<file path="config.mk">
export PLATFORM = sky130hd
export DESIGN_NAME = keypad_ctrl_flat
export DESIGN_NICKNAME = d
export VERILOG_FILES = /design/src/rtl/keypad_ctrl_if.sv /design/src/rtl/keypad_ctrl.sv /design/src/flat_wrapper.sv
export SDC_FILE = /design/constraint.sdc
export NUM_CORES = 1
export LEC_CHECK = 0
export CORE_UTILIZATION = 42
export DETAILED_ROUTE_END_ITERATION = 6
export DONT_BUFFER_PORTS = 1
export PLACE_DENSITY = 0.6
export SYNTH_ARGS = -nofsm -noshare
export SYNTH_HDL_FRONTEND = slang
export SYNTH_SLANG_ARGS = --single-unit
</file>
<file path="constraint.sdc">
create_clock -name clk -period 5 [get_ports clk]
set_input_delay 1 -clock clk [delete_from_list [all_inputs] [get_ports clk]]
set_output_delay 1 -clock clk [all_outputs]
set_load 0.1 [all_outputs]
</file>
<file path="src/rtl/keypad_ctrl_if.sv">
// Keypad controller bus: encoder-side inputs, event-stream outputs and status.
// Event stream handshake: ev_code is valid while ev_valid=1 and is held stable until
// the cycle in which ev_ready=1 is also high; that cycle transfers one event.
interface keypad_ctrl_if #(
    parameter int CODE_W     = 5,
    parameter int FIFO_DEPTH = 4
);
    localparam int OCC_W = $clog2(FIFO_DEPTH) + 1;

    logic [CODE_W-1:0] key_code;
    logic              key_strobe;
    logic              flush;
    logic [CODE_W-1:0] ev_code;
    logic              ev_valid;
    logic              ev_ready;
    logic [OCC_W-1:0]  fifo_count;
    logic              overflow;
    logic              busy;
    logic [1:0]        dbg_state;

    modport master (
        output key_code, key_strobe, flush, ev_ready,
        input  ev_code, ev_valid, fifo_count, overflow, busy, dbg_state
    );

    modport slave (
        input  key_code, key_strobe, flush, ev_ready,
        output ev_code, ev_valid, fifo_count, overflow, busy, dbg_state
    );
endinterface

</file>
<file path="src/rtl/keypad_ctrl.sv">
// Debounces keypad encoder presses (one event per press, full release required)
// and queues accepted key codes in a small FIFO drained by a valid/ready consumer.
module keypad_ctrl #(
    parameter int DEBOUNCE_CYC = 4,
    parameter int FIFO_DEPTH   = 4,
    parameter int CODE_W       = 5
) (
    input  logic          clk,
    input  logic          rst,
    keypad_ctrl_if.slave  bus
);
    localparam int CNT_W = $clog2(DEBOUNCE_CYC) + 1;
    localparam int PTR_W = $clog2(FIFO_DEPTH);
    localparam int OCC_W = PTR_W + 1;

    typedef enum logic [1:0] {
        S_IDLE     = 2'd0,
        S_DEBOUNCE = 2'd1,
        S_HELD     = 2'd2,
        S_RELEASE  = 2'd3
    } state_t;

    state_t            state_q, state_d;
    logic [CNT_W-1:0]  cnt_q, cnt_d;
    logic [CODE_W-1:0] cand_q, cand_d;
    logic              push;

    logic [CODE_W-1:0] mem_q [FIFO_DEPTH];
    logic [PTR_W-1:0]  wr_ptr_q, rd_ptr_q;
    logic [OCC_W-1:0]  count_q;
    logic              overflow_q;
    logic              full, pop, do_push;

    always_ff @(posedge clk or negedge rst) begin
        if (!rst) begin
            state_q <= S_IDLE;
            cnt_q   <= '0;
            cand_q  <= '0;
        end else begin
            state_q <= state_d;
            cnt_q   <= cnt_d;
            cand_q  <= cand_d;
        end
    end

    always_comb begin
        state_d = state_q;
        cnt_d   = cnt_q;
        cand_d  = cand_q;
        push    = 1'b0;
        unique case (state_q)
            S_IDLE: begin
                if (bus.key_strobe) begin
                    cand_d  = bus.key_code;
                    cnt_d   = CNT_W'(1);
                    state_d = S_DEBOUNCE;
                end
            end
            S_DEBOUNCE: begin
                // A code change aborts the candidate; the new code restarts from IDLE.
                if (!bus.key_strobe || (bus.key_code != cand_q)) begin
                    state_d = S_IDLE;
                end else if (cnt_q == CNT_W'(DEBOUNCE_CYC - 1)) begin
                    push    = 1'b1;
                    state_d = S_HELD;
                end else begin
                    cnt_d = cnt_q + 1'b1;
                end
            end
            S_HELD: begin
                if (!bus.key_strobe) begin
                    cnt_d   = CNT_W'(1);
                    state_d = S_RELEASE;
                end
            end
            S_RELEASE: begin
                if (bus.key_strobe) begin
                    state_d = S_HELD;
                end else if (cnt_q == CNT_W'(DEBOUNCE_CYC - 1)) begin
                    state_d = S_IDLE;
                end else begin
                    cnt_d = cnt_q + 1'b1;
                end
            end
            default: state_d = S_IDLE;
        endcase
    end

    assign full    = (count_q == OCC_W'(FIFO_DEPTH));
    assign pop     = bus.ev_valid && bus.ev_ready;
    // A pop in the same cycle frees the slot, so a push into a full FIFO still lands.
    assign do_push = push && (!full || pop);

    always_ff @(posedge clk or negedge rst) begin
        if (!rst) begin
            for (int i = 0; i < FIFO_DEPTH; i++) mem_q[i] <= '0;
            wr_ptr_q   <= '0;
            rd_ptr_q   <= '0;
            count_q    <= '0;
            overflow_q <= 1'b0;
        end else if (bus.flush) begin
            wr_ptr_q   <= '0;
            rd_ptr_q   <= '0;
            count_q    <= '0;
            overflow_q <= 1'b0;
        end else begin
            overflow_q <= push && full && !pop;
            if (do_push) begin
                mem_q[wr_ptr_q] <= cand_q;
                wr_ptr_q        <= wr_ptr_q + 1'b1;
            end
            if (pop) rd_ptr_q <= rd_ptr_q + 1'b1;
            if (do_push && !pop)      count_q <= count_q + 1'b1;
            else if (pop && !do_push) count_q <= count_q - 1'b1;
        end
    end

    assign bus.ev_valid   = (count_q != '0);
    assign bus.ev_code    = mem_q[rd_ptr_q];
    assign bus.fifo_count = count_q;
    assign bus.overflow   = overflow_q;
    assign bus.busy       = (state_q != S_IDLE);
    assign bus.dbg_state  = state_q;
endmodule

</file>
<file path="src/flat_wrapper.sv">
// flat-port wrapper written by rule: the top's interface ports become plain ports
module keypad_ctrl_flat 
#(
    parameter int DEBOUNCE_CYC = 4,
    parameter int FIFO_DEPTH   = 4,
    parameter int CODE_W       = 5
)
  (clk, rst, bus_key_code, bus_key_strobe, bus_flush, bus_ev_ready, bus_ev_code, bus_ev_valid, bus_fifo_count, bus_overflow, bus_busy, bus_dbg_state);
  keypad_ctrl_if #(.CODE_W(CODE_W), .FIFO_DEPTH(FIFO_DEPTH)) bus_i ();
  input  logic clk;
  input  logic rst;
  input wire logic [$bits(bus_i.key_code)-1:0] bus_key_code;
  input wire logic [$bits(bus_i.key_strobe)-1:0] bus_key_strobe;
  input wire logic [$bits(bus_i.flush)-1:0] bus_flush;
  input wire logic [$bits(bus_i.ev_ready)-1:0] bus_ev_ready;
  output wire logic [$bits(bus_i.ev_code)-1:0] bus_ev_code;
  output wire logic [$bits(bus_i.ev_valid)-1:0] bus_ev_valid;
  output wire logic [$bits(bus_i.fifo_count)-1:0] bus_fifo_count;
  output wire logic [$bits(bus_i.overflow)-1:0] bus_overflow;
  output wire logic [$bits(bus_i.busy)-1:0] bus_busy;
  output wire logic [$bits(bus_i.dbg_state)-1:0] bus_dbg_state;
  assign bus_i.key_code = bus_key_code;
  assign bus_i.key_strobe = bus_key_strobe;
  assign bus_i.flush = bus_flush;
  assign bus_i.ev_ready = bus_ev_ready;
  assign bus_ev_code = bus_i.ev_code;
  assign bus_ev_valid = bus_i.ev_valid;
  assign bus_fifo_count = bus_i.fifo_count;
  assign bus_overflow = bus_i.overflow;
  assign bus_busy = bus_i.busy;
  assign bus_dbg_state = bus_i.dbg_state;
  keypad_ctrl #(.DEBOUNCE_CYC(DEBOUNCE_CYC), .FIFO_DEPTH(FIFO_DEPTH), .CODE_W(CODE_W)) u_core (.clk(clk), .rst(rst), .bus(bus_i));
endmodule
</file>
==> flow_summary_export.csv, run 1 <==
group,metric,value,unit
worst_setup_path,critPathBufInv,0,
yosys,synth_top_family_by_area,"multiplexers",
yosys,yosysMostFrequentCell,"dfrtp_1",
worst_setup_path,crit_type,"reg2out",
outcome,status,"finished clean",
placed_design,dpl_cell_area,2010,um2
sta,fmax,337,MHz
yosys,netlist_instances,151,
yosys,synthMuxAreaShare,0.211,
yosys,ys_async_sr_fraction,1.00,
routing,routed_wl,3530,um
clock_tree,clk_pin_slew_worst_paths,70,ps
min_path,hp-class,"in2async",
sta,skew,4.82,ps
clock_tree,cts-resized-gates,0,
floorplan,fp.dieW,70.4,um
routing,vias,1168,
yosys,synth_common_cells,"dfrtp_1, mux2_2, nand2_1",
worst_setup_path,cpLargestDelayFamily,"simple AND/OR/NAND/NOR gates",
worst_setup_path,reg2regPathDepth,7,
clock_tree,cts_setup_buffers,0,
sta,slew_violations,0,
placed_design,dpl.hpwl,2620,um
grt,grt_pass1_wl,5890,um
final_layout,areaGrowthSynthToFinish,6.24,%
yosys,synth-simple-area-share,0.125,
floorplan,rows,24,
worst_setup_path,end_kind,"output port",
power,pwr-share-clk,0.228,
routing,drt_iter0_markers,39,
yosys,syn_avg_cell_area,13.0,um2
routing,ant_nets,0,
floorplan,initial_utilization,0.445,
placed_design,io_buffers,0,
worst_setup_path,r2r-end,"u_core.bus.fifo_count[2]",
grt,gr-total-overflow,0,
yosys,synth-xor-area-share,0.0401,
worst_setup_path,cp-start-kind,"register",
worst_setup_path,reg2reg_from,"u_core.bus.fifo_count[2]",
yosys,synth_compound_area_frac,0.0631,
yosys,synth-edff-count,0,
clock_tree,cts_max_path_buffers,2,
sta,setup_viol_count_final,0,
power,pwr_density_cell,404,nW/um2
power,total_leakage_power,0.959,nW
clock_tree,tritoncts,"yes",
grt,grt_pass1_vias,1197,
floorplan,dieArea,4950,um2
yosys,synth_seq_area_share,0.484,
final_layout,drive_gt1_frac,0.333,
final_layout,num_antenna_cells,0,
placed_design,routabilityCongestion,0.748,
clock_tree,clk_latency,280,ps
sta,finalCritPeriodShare,0.594,
run,drv_cap,0,
clock_tree,cts.sinks,38,
power,ir_worst_vdd,223,uV
clock_tree,cts_root_buf,"clkbuf_8",
clock_tree,h-tree-depth,2,
sta,setup_slack,2030,ps
final_layout,finalNetCount,170,
grt,grt_max_degree,39,
routing,vias_per_cell,5.70,
power,p_comb_frac,0.246,
clock_tree,cts_inserted_buffers,5,
grt,antenna_found_initial,0,
yosys,yosys_warnings,0,
worst_setup_path,crit_path_max_fanout,5,
yosys,yosysTopAreaCell,"dfrtp_1",
routing,first_pass_iters,4,
yosys,netlist.area_leader.share,0.484,
routing,wl_per_cell,17.2,um
sta,tightest_slew,1080,ps
power,swShare,0.400,
sta,tns,0,ps
clock_tree,ctsHoldBuffers,0,
sta,min_period,2970,ps
placed_design,pre_cts_slack,1960,ps
power,switchingPower,0.338,mW
floorplan,ios,23,
sta,maxSlewHeadroom,0.281,
sta,rsz0062_at_grt,"false",
worst_setup_path,cp.arrival,1970,ps
yosys,ys_ff_latch,38,
yosys,synthTopCellsByArea,"dfrtp_1, mux2_2, mux4_2",
floorplan,core_area,4410,um2
yosys,synth_ff_type,"dfrtp_1",
worst_setup_path,worstPathRequired,4000,ps
worst_setup_path,path_cells,"or3_2",
yosys,synth_area,1960,um2
floorplan,die_h,70.4,um
power,p_int,0.506,mW
yosys,yosysUniqueCellTypes,41,
grt,gr-usage-all-layers,0.157,
routing,drc,0,
yosys,syn_nets,168,
yosys,yosys.area_share.adder,0.0484,
worst_setup_path,slowest_stage,"or3_2",
power,pwr-share-seq,0.526,
sta,finalHoldViolCount,0,
worst_setup_path,cp_slowest_stage_delay,920,ps
worst_setup_path,r2r_slack,2090,ps
final_layout,design_area,2090,um2
placed cells by master (no fill, tap or decap), types with 2 or more instances in the layout:
cell      instances
nor4_1            2
ha_1              6
nor2_1            7
mux2i_1           2
nor3_1            3
xor2_1            2
a21oi_1           2
nand2_1          10
mux4_2            5
o21ai_0           2
mux2_2           25
dfrtp_1          38
clkbuf_8          5
inv_1             9
xnor2_1           7
clkinv_2          2
nand3_1           2
a22o_1            2
logic make-up (layout without fill, tap and decap cells):
kind of cell,after synthesis,count (layout)
xor+xnor,9,9
flops,38,38
compound gates,14,14
buf+inv,14,16
mux,32,32
fa+ha+maj,7,7
simple gates,37,37
worst max-delay path by stage:
stage	endpoint	start	cells past startpoint	slack [ps]
global placement	u_core.bus.fifo_count[2]	bus_key_code[0]	7	2130
CTS	bus_ev_valid	u_core.bus.fifo_count[1]	1	2010
global route	u_core.bus.fifo_count[2]	u_core.bus.fifo_count[2]	7	1960
detailed placement	u_core.bus.fifo_count[2]	bus_key_code[2]	7	1960
finish	bus_ev_valid	u_core.bus.fifo_count[1]	1	2030
floorplan	u_core.bus.fifo_count[2]	u_core.bus.fifo_count[2]	7	2290
cell type report:
class	instances	area (um2)
flip-flops and latches	38	951
clock inverters	2	10.0
well taps	52	65.1
inverters	9	33.8
clock buffers	5	68.8
fillers	419	2330
multi-input cells	99	958
power by group through the flow:
stage	registers, mW	clock network (mW)	logic, mW
6_report	0.444	0.192	0.208
5_1_grt	0.451	0.215	0.223
4_1_cts	0.446	0.202	0.211
3_5_place_dp	0.451	0	0.211
3_3_place_gp	0.449	0	0.203
2_1_floorplan	0.425	0	0.206
registers in the layout (all words and copies together), names as in the netlist:
name	flops
u_core.mem_q	20
u_core.cand_q	5
u_core.bus.fifo_count	3
u_core.cnt_q	3
u_core.bus.dbg_state	2
u_core.rd_ptr_q	2
u_core.wr_ptr_q	2
u_core.bus.overflow	1
routing by layer:
metal / GRT usage / vias to the layer above / routed length, um
li1: - / 551 / -
met1: 0.204 / 595 / 1650
met2: 0.243 / 17 / 1690
met3: 0.0606 / 5 / 146
met4: 0.0467 / 0 / 44
met5: 0 / - / 0
through the flow:
| stage | instances | utilization | power [mW] | hold slack [ps] |
|---|---|---|---|---|
| floorplan | 151 | - | 0.631 | 457 |
| global placement | 198 | 0.455 | 0.652 | 468 |
| detailed placement | 198 | 0.455 | 0.662 | 485 |
| CTS | 205 | 0.473 | 0.858 | 394 |
| global route | 205 | 0.473 | 0.889 | 378 |
| finish | 205 | 0.473 | 0.843 | 406 |
Power figures use the tool's default switching activity.
==> inputs of run 2 (changes only) <==
- clock period: 5 -> 2.9 ns (I/O delays scaled with it)
==> run 2 against run 1 <==
Effect of this change: first-iteration DRC count grew 33%; register-to-register slack lost 1600 ps; non-clock buffer count grew 8; hold slack lost 280 ps; clock power grew 98%; critical endpoint is now u_core.bus.fifo_count[2]; via count grew 3.2%; sequential power grew 43%; clock skew is essentially flat; critical path depth grew 8; cell count grew 4.4%; global-route usage grew 0.78 points.
==> flow_summary_export.csv, run 2 (synthesis results as in run 1) <==
group,metric,value,unit
final_layout,layout_common_cells,"dfrtp_1, mux2_2, nand2_1",
routing,first_pass_iters,4,
power,swShare,0.399,
final_layout,largest_register,"u_core.mem_q",
floorplan,initial_utilization,0.445,
sta,fmax,412,MHz
sta,min_period,2420,ps
clock_tree,cts_inserted_buffers,5,
routing,routed_wl,3710,um
final_layout,num_antenna_cells,0,
routing,vias_per_cell,5.63,
final_layout,layout_commonest_cell,"dfrtp_1",
floorplan,ios,23,
power,p_int,0.931,mW
sta,maxSlewHeadroom,0.424,
final_layout,finalNetCount,178,
final_layout,biggestRegsByFlops,"u_core.mem_q x20, u_core.cand_q x5",
sta,rsz0062_at_grt,"false",
grt,antenna_found_initial,0,
grt,gr-total-overflow,0,
floorplan,rows,24,
clock_tree,tritoncts,"yes",
power,pwr-share-seq,0.408,
routing,drt_iter0_markers,52,
power,pwr_density_cell,713,nW/um2
worst_setup_path,cp.arrival,2570,ps
power,p_comb_frac,0.347,
clock_tree,clk_latency,290,ps
clock_tree,h-tree-depth,2,
final_layout,fillCellCount,383,
placed_design,io_buffers,0,
sta,finalHoldViolCount,0,
power,switchingPower,0.619,mW
sta,holdWs,125,ps
power,p_total,1.55,mW
worst_setup_path,end_kind,"register",
placed_design,dpl.hpwl,2670,um
floorplan,die_h,70.4,um
run,drv_cap,0,
floorplan,core_area,4410,um2
floorplan,dieArea,4950,um2
clock_tree,cts.sinks,38,
sta,finalCritPeriodShare,0.836,
clock_tree,cts-resized-gates,0,
power,pwr-share-clk,0.245,
final_layout,largest_reg_flops,20,
worst_setup_path,crit_type,"reg2reg",
routing,ant_nets,0,
clock_tree,cts_max_path_buffers,2,
power,total_leakage_power,1.01,nW
sta,tightest_slew,865,ps
clock_tree,clk_pin_slew_worst_paths,80,ps
worst_setup_path,worstPathRequired,3050,ps
routing,drc,0,
outcome,status,"finished clean",
min_path,hp-class,"in2async",
routing,wl_per_cell,17.3,um
power,ir_worst_vdd,322,uV
worst_setup_path,cp-start-kind,"register",
routing,vias,1205,
grt,gr-usage-all-layers,0.165,
placed_design,routabilityCongestion,0.783,
grt,grt_pass1_vias,1282,
sta,skew,4.53,ps
worst_setup_path,crit_path_max_fanout,6,
sta,setup_viol_count_final,0,
final_layout,areaGrowthSynthToFinish,10.8,%
floorplan,fp.dieW,70.4,um
sta,slew_violations,0,
grt,grt_max_degree,39,
sta,tns,0,ps
final_layout,drive_gt1_frac,0.370,
clock_tree,cts_setup_buffers,0,
clock_tree,cts_root_buf,"clkbuf_8",
grt,grt_pass1_wl,6230,um
[run 2: metal layers]
layer | global-route usage | share of wire | vias to the layer above | wire length (um)
met2 | 0.267 | 0.50 | 25 | 1840
met5 | 0 | 0 | - | 0
li1 | - | - | 559 | -
met3 | 0.0418 | 0.047 | 4 | 174
met4 | 0.0600 | 0.0092 | 0 | 34
met1 | 0.213 | 0.45 | 617 | 1660
[run 2: through the flow]
step	cells	setup slack, ps	instance area, um2	utilization
after floorplan	151	186	1960	-
after global placement	205	634	2060	0.467
after detailed placement	205	489	2060	0.467
after CTS	214	469	2180	0.493
after global routing	214	324	2180	0.493
final	214	475	2180	0.493
[run 2: cell type report]
type	instances	area (um2)	share of cell area
clock inverters	2	12.5	0.00575
flip-flops and latches	38	951	0.437
well taps	52	65.1	0.0299
multi-input cells	99	958	0.440
clock buffers	6	82.6	0.0380
inverters	9	33.8	0.0155
repair buffers	8	72.6	0.0334
[run 2: path summary, 6_finish.rpt]
| path | endpoint | slack (ps) | depth (start not counted) | start |
|---|---|---|---|---|
| hold reg to reg | u_core.cnt_q[0] | 500 | 1 | u_core.cnt_q[0] |
| min in group clk | u_core.bus.fifo_count[1] | 340 | 1 | bus_flush |
| max in group asynchronous | u_core.cnt_q[2] | 2590 | 1 | rst |
| setup / recovery | u_core.bus.fifo_count[2] | 480 | 9 | u_core.cnt_q[0] |
| setup reg to reg | u_core.bus.fifo_count[2] | 480 | 9 | u_core.cnt_q[0] |
| hold / removal | u_core.bus.overflow | 120 | 1 | rst |
[run 2: what timing repair did]
item	4_1_cts	5_1_grt
hold buffers	1	0
endpoints found under the setup margin	0	0
hold endpoints to repair	38	0
[run 2: critical path, cell delays in order (launching register included)]
cell	delay [ps]
dfrtp_1	370
ha_1	170
ha_1	260
nand3b_4	130
nand2b_2	240
nor4_1	360
fa_1	310
nor2_1	70
a221oi_1	260
a311oi_1	100
[run 2: power groups by stage]
stage,clock network (mW),logic [mW],registers [mW]
final,0.380,0.538,0.633
after global routing,0.414,0.565,0.643
after CTS,0.388,0.540,0.634
after detailed placement,0,0.525,0.644
after global placement,0,0.515,0.642
after floorplan,0,0.356,0.733
==> inputs of run 3 (changes only) <==
- clock period: 2.9 -> 2.5 ns (I/O delays scaled with it)
==> run 3 against run 2 <==
Effect of this change: clock-buffer cell count shrank 1; combinational power grew 17%; highest routed layer unchanged; clock skew is essentially flat; largest power group unchanged; largest cell class unchanged; setup slack lost 310 ps; flip-flop and latch count is the same.
==> flow_summary_export.csv, run 3 (synthesis results as in run 1) <==
group,metric,value,unit
sta,skew,4.32,ps
grt,gr-total-overflow,0,
final_layout,largest_register,"u_core.mem_q",
final_layout,areaGrowthSynthToFinish,11.6,%
final_layout,fin_util,0.497,
final_layout,final_cells,215,
floorplan,rows,24,
grt,grt_pass1_wl,6230,um
routing,ant_nets,0,
sta,tns,0,ps
final_layout,layout_commonest_cell,"dfrtp_1",
final_layout,num_antenna_cells,0,
floorplan,die_h,70.4,um
min_path,hp-class,"in2async",
clock_tree,clk_pin_slew_worst_paths,70,ps
worst_setup_path,crit_path_max_fanout,6,
clock_tree,cts_setup_buffers,0,
sta,finalHoldViolCount,0,
final_layout,largest_reg_flops,20,
grt,gr-usage-all-layers,0.168,
sta,slew_violations,0,
sta,min_period,2330,ps
clock_tree,cts.sinks,38,
final_layout,layout_common_cells,"dfrtp_1, mux2_2, nand2_1",
grt,grt_pass1_vias,1260,
final_layout,drive_gt1_frac,0.423,
sta,fmax,429,MHz
run,drv_cap,0,
placed_design,routabilityCongestion,0.797,
floorplan,fp.dieW,70.4,um
clock_tree,h-tree-depth,2,
routing,routed_wl,3630,um
clock_tree,cts_inserted_buffers,5,
grt,antenna_found_initial,0,
worst_setup_path,crit_type,"reg2reg",
power,total_leakage_power,1.00,nW
worst_setup_path,end_kind,"register",
placed_design,dp_cells,207,
routing,wl_per_cell,16.9,um
routing,first_pass_iters,4,
power,ir_worst_vdd,397,uV
routing,vias,1190,
worst_setup_path,r2r_slack,170,ps
routing,drt_iter0_markers,76,
power,pwr_density_cell,805,nW/um2
final_layout,design_area,2190,um2
final_layout,finalNetCount,180,
sta,tightest_slew,865,ps
outcome,status,"finished clean",
worst_setup_path,cp.arrival,2500,ps
clock_tree,tritoncts,"yes",
final_layout,fillCellCount,391,
routing,vias_per_cell,5.53,
floorplan,dieArea,4950,um2
clock_tree,cts_root_buf,"clkbuf_8",
placed_design,dpl.hpwl,2640,um
placed_design,dpl_cell_area,2080,um2
final_layout,biggestRegsByFlops,"u_core.mem_q x20, u_core.cand_q x5",
routing,drc,0,
clock_tree,clk_latency,290,ps
sta,finalCritPeriodShare,0.933,
floorplan,core_area,4410,um2
sta,setup_viol_count_final,0,
clock_tree,cts_max_path_buffers,2,
sta,rsz0062_at_grt,"false",
grt,grt_max_degree,39,
worst_setup_path,worstPathRequired,2660,ps
worst_setup_path,cp-start-kind,"register",
floorplan,initial_utilization,0.445,
sta,maxSlewHeadroom,0.424,
floorplan,ios,23,
placed_design,io_buffers,0,
[run 3: layout make-up]
| class | count | area [um2] | share of cell area |
|---|---|---|---|
| Clock buffer | 5 | 68.8 | 0.0314 |
| Clock inverter | 2 | 10.0 | 0.00457 |
| Inverter | 9 | 33.8 | 0.0154 |
| Multi-Input combinational cell | 99 | 970 | 0.442 |
| Sequential cell | 38 | 957 | 0.437 |
| Tap cell | 52 | 65.1 | 0.0297 |
| Timing Repair Buffer | 10 | 87.6 | 0.0400 |
[run 3: power by group]
group	switching, mW	internal (mW)	leakage (nW)
sequential	0.0826	0.661	0.503
combinational	0.419	0.210	0.456
clock	0.206	0.187	0.0438
[run 3: what timing repair did]
action | in CTS | in global routing
resized for setup | 0 | 3
hold buffers | 1 | 0
setup endpoints to repair | 0 | 2
hold endpoints to repair | 38 | 0
[run 3: final timing paths]
kind                            startpoint                       end  cells past startpoint
max                        u_core.cnt_q[0]  u_core.bus.fifo_count[2]                      9
min                                    rst  u_core.bus.fifo_count[0]                      1
max reg2reg                u_core.cnt_q[0]  u_core.bus.fifo_count[2]                      9
min reg2reg                u_core.cnt_q[0]           u_core.cnt_q[0]                      1
max in group asynchronous              rst   u_core.bus.dbg_state[1]                      1
min in group clk                 bus_flush  u_core.bus.fifo_count[1]                      1
[run 3: per-layer routing]
layer / vias to the layer above / GRT usage / wire, um
met1: 592 / 0.214 / 1630
met5: - / 0 / 0
li1: 568 / - / -
met4: 0 / 0.0800 / 80
met2: 22 / 0.270 / 1770
met3: 8 / 0.0404 / 149
[run 3: worst max-delay path, cell delays in order, from the launching register on]
cell and delay [ps]:
dfrtp_1 370, ha_1 170, ha_2 240, nand3b_4 120, nand2b_2 240, nor4_2 340
fa_2 300, nor2_1 50, a221oi_1 280, a311oi_1 90
[run 3: stage by stage]
stage	power [mW]	hold WS (ps)	worst slack (ps)
CTS	1.78	40.7	40.4
detailed placement	1.37	206	63.4
floorplan	1.27	204	103
finish	1.77	36.5	168
global route	1.85	50.7	0.905
global placement	1.35	206	264
==> patch, RTL diff (settings of run 2) <==
`FIFO_DEPTH` is set to 4 in 3 places; all go to 16.
--- a/src/rtl/keypad_ctrl_if.sv
+++ b/src/rtl/keypad_ctrl_if.sv
@@ -4,5 +4,5 @@
 interface keypad_ctrl_if #(
     parameter int CODE_W     = 5,
-    parameter int FIFO_DEPTH = 4
+    parameter int FIFO_DEPTH = 16
 );
     localparam int OCC_W = $clog2(FIFO_DEPTH) + 1;
--- a/src/rtl/keypad_ctrl.sv
+++ b/src/rtl/keypad_ctrl.sv
@@ -3,5 +3,5 @@
 module keypad_ctrl #(
     parameter int DEBOUNCE_CYC = 4,
-    parameter int FIFO_DEPTH   = 4,
+    parameter int FIFO_DEPTH   = 16,
     parameter int CODE_W       = 5
 ) (
--- a/src/flat_wrapper.sv
+++ b/src/flat_wrapper.sv
@@ -3,5 +3,5 @@
 #(
     parameter int DEBOUNCE_CYC = 4,
-    parameter int FIFO_DEPTH   = 4,
+    parameter int FIFO_DEPTH   = 16,
     parameter int CODE_W       = 5
 )
Ports: changed (resized bus_fifo_count); port bits go from 23 to 25. No check against the original RTL was run, so the function may have changed too.
==> patch against run 2 <==
The run now ends with negative hold slack left; clock skew about the same; sequential power up 150%; setup slack worse by 420 ps; cell area rose to 2.8 times the old value; first-iteration DRC count up 56%; power rose to 2.6 times the old value; area after synthesis rose to 2.7 times the old value; sequential cell count up 66; synthesized cell count up 140%; largest power group unchanged; largest cell class is now registers; routed wire length rose to 2.8 times the old value; sequential share of layout area down 0.37 points; core utilization up 0.24 points.
==> patch: results <==
layout:
  layout_clock_buffer_count: 12
  final_layout_size_suffix_gt1_frac: 0.486
  nNetsFinal: 400
  nonClockInverterCount: 8
  clk_share: 0.0494
  final_cell_count_no_fill: 551
  area_share_nonclk_buffers: 0.0486
  num-multi-input-gates: 230
  area.share.sequential: 0.433
  filler_cell_count: 1042
  final.signal_buffer_count: 25
placed_design:
  gpl.final_weighted_congestion: 0.791
  pre_cts_slack_ps: 35.4
drt:
  routed_wirelength_um: 10600
  count_of_routing_violations_after_the_opening_detailed_route_iteration: 81
timing:
  final_hold_viol_count: 104
  worst_pin_slew_ps: 864
  final.hold.worst_slack_ps: -69.0
logic_synthesis:
  netlist-cell-type-count: 45
  yosys.area_share.xor_xnor: 0.0182
  post_synth_fa_ha_maj_area_fraction: 0.0297
  synth_compound_gate_area_share: 0.0184
global_route:
  gr-usage-met3: 0.0249
  global_route_wire_length_before_repair_um: 17300
  grt_use_met1: 0.237
run_status:
  failed_checks: "negative hold slack"
  status: "finished with violations"
critical_path:
  timing.critical_path.arrival_ps: 2260
clock_network:
  clock_latency_ps: 350
  numClockSinks: 104
  numCtsBuffers: 9
  cts-htree-levels: 3
pwr:
  power.density_nw_per_um2: 657
patch: changes by cell type in the layout (fill, tap and decap cells not counted), sizes merged, moves of 7 or more:
cell | run 2 | this run
nor3 | 4 | 13
dfrtp | 38 | 104
mux2 | 25 | 91
buf | 8 | 24
clkbuf | 6 | 13
mux4 | 5 | 25
patch: repair_timing:
item,CTS,global route
endpoints found under the setup margin,0,3
resized for setup,0,8
hold endpoints to repair,104,104
setup buffers,0,1
patch: final timing paths:
| kind | start | end | slack (ps) | depth (start not counted) |
|---|---|---|---|---|
| max | u_core.rd_ptr_q[0] | bus_ev_code[3] | 60 | 4 |
| min | rst | u_core.cand_q[4] | -70 | 0 |
| max reg2reg | u_core.cnt_q[0] | u_core.bus.fifo_count[4] | 220 | 12 |
| min reg2reg | u_core.mem_q[64] | u_core.mem_q[64] | 490 | 1 |
| max in group asynchronous | rst | u_core.bus.fifo_count[0] | 2790 | 0 |
| min in group clk | bus_flush | u_core.bus.fifo_count[4] | 290 | 1 |
patch: critical path: stages, from the launching register on:
cell and delay [ps]:
sky130_fd_sc_hd__dfrtp_2 440, sky130_fd_sc_hd__buf_12 190, sky130_fd_sc_hd__mux4_2 570, sky130_fd_sc_hd__mux4_2 520
sky130_fd_sc_hd__buf_12 190
patch: report_power, final:
part / switching, mW / internal [mW] / total (mW) / leakage, nW
Clock: 0.520 / 0.695 / 1.21 / 0.143
Sequential: 0.0583 / 1.52 / 1.58 / 1.42
Combinational: 0.757 / 0.412 / 1.17 / 1.23
patch: metal layers:
layer | up-vias | wire length, µm
met5 | - | 0
met4 | 0 | 233
met3 | 13 | 227
met2 | 21 | 5230
met1 | 1577 | 4860
li1 | 1360 | -
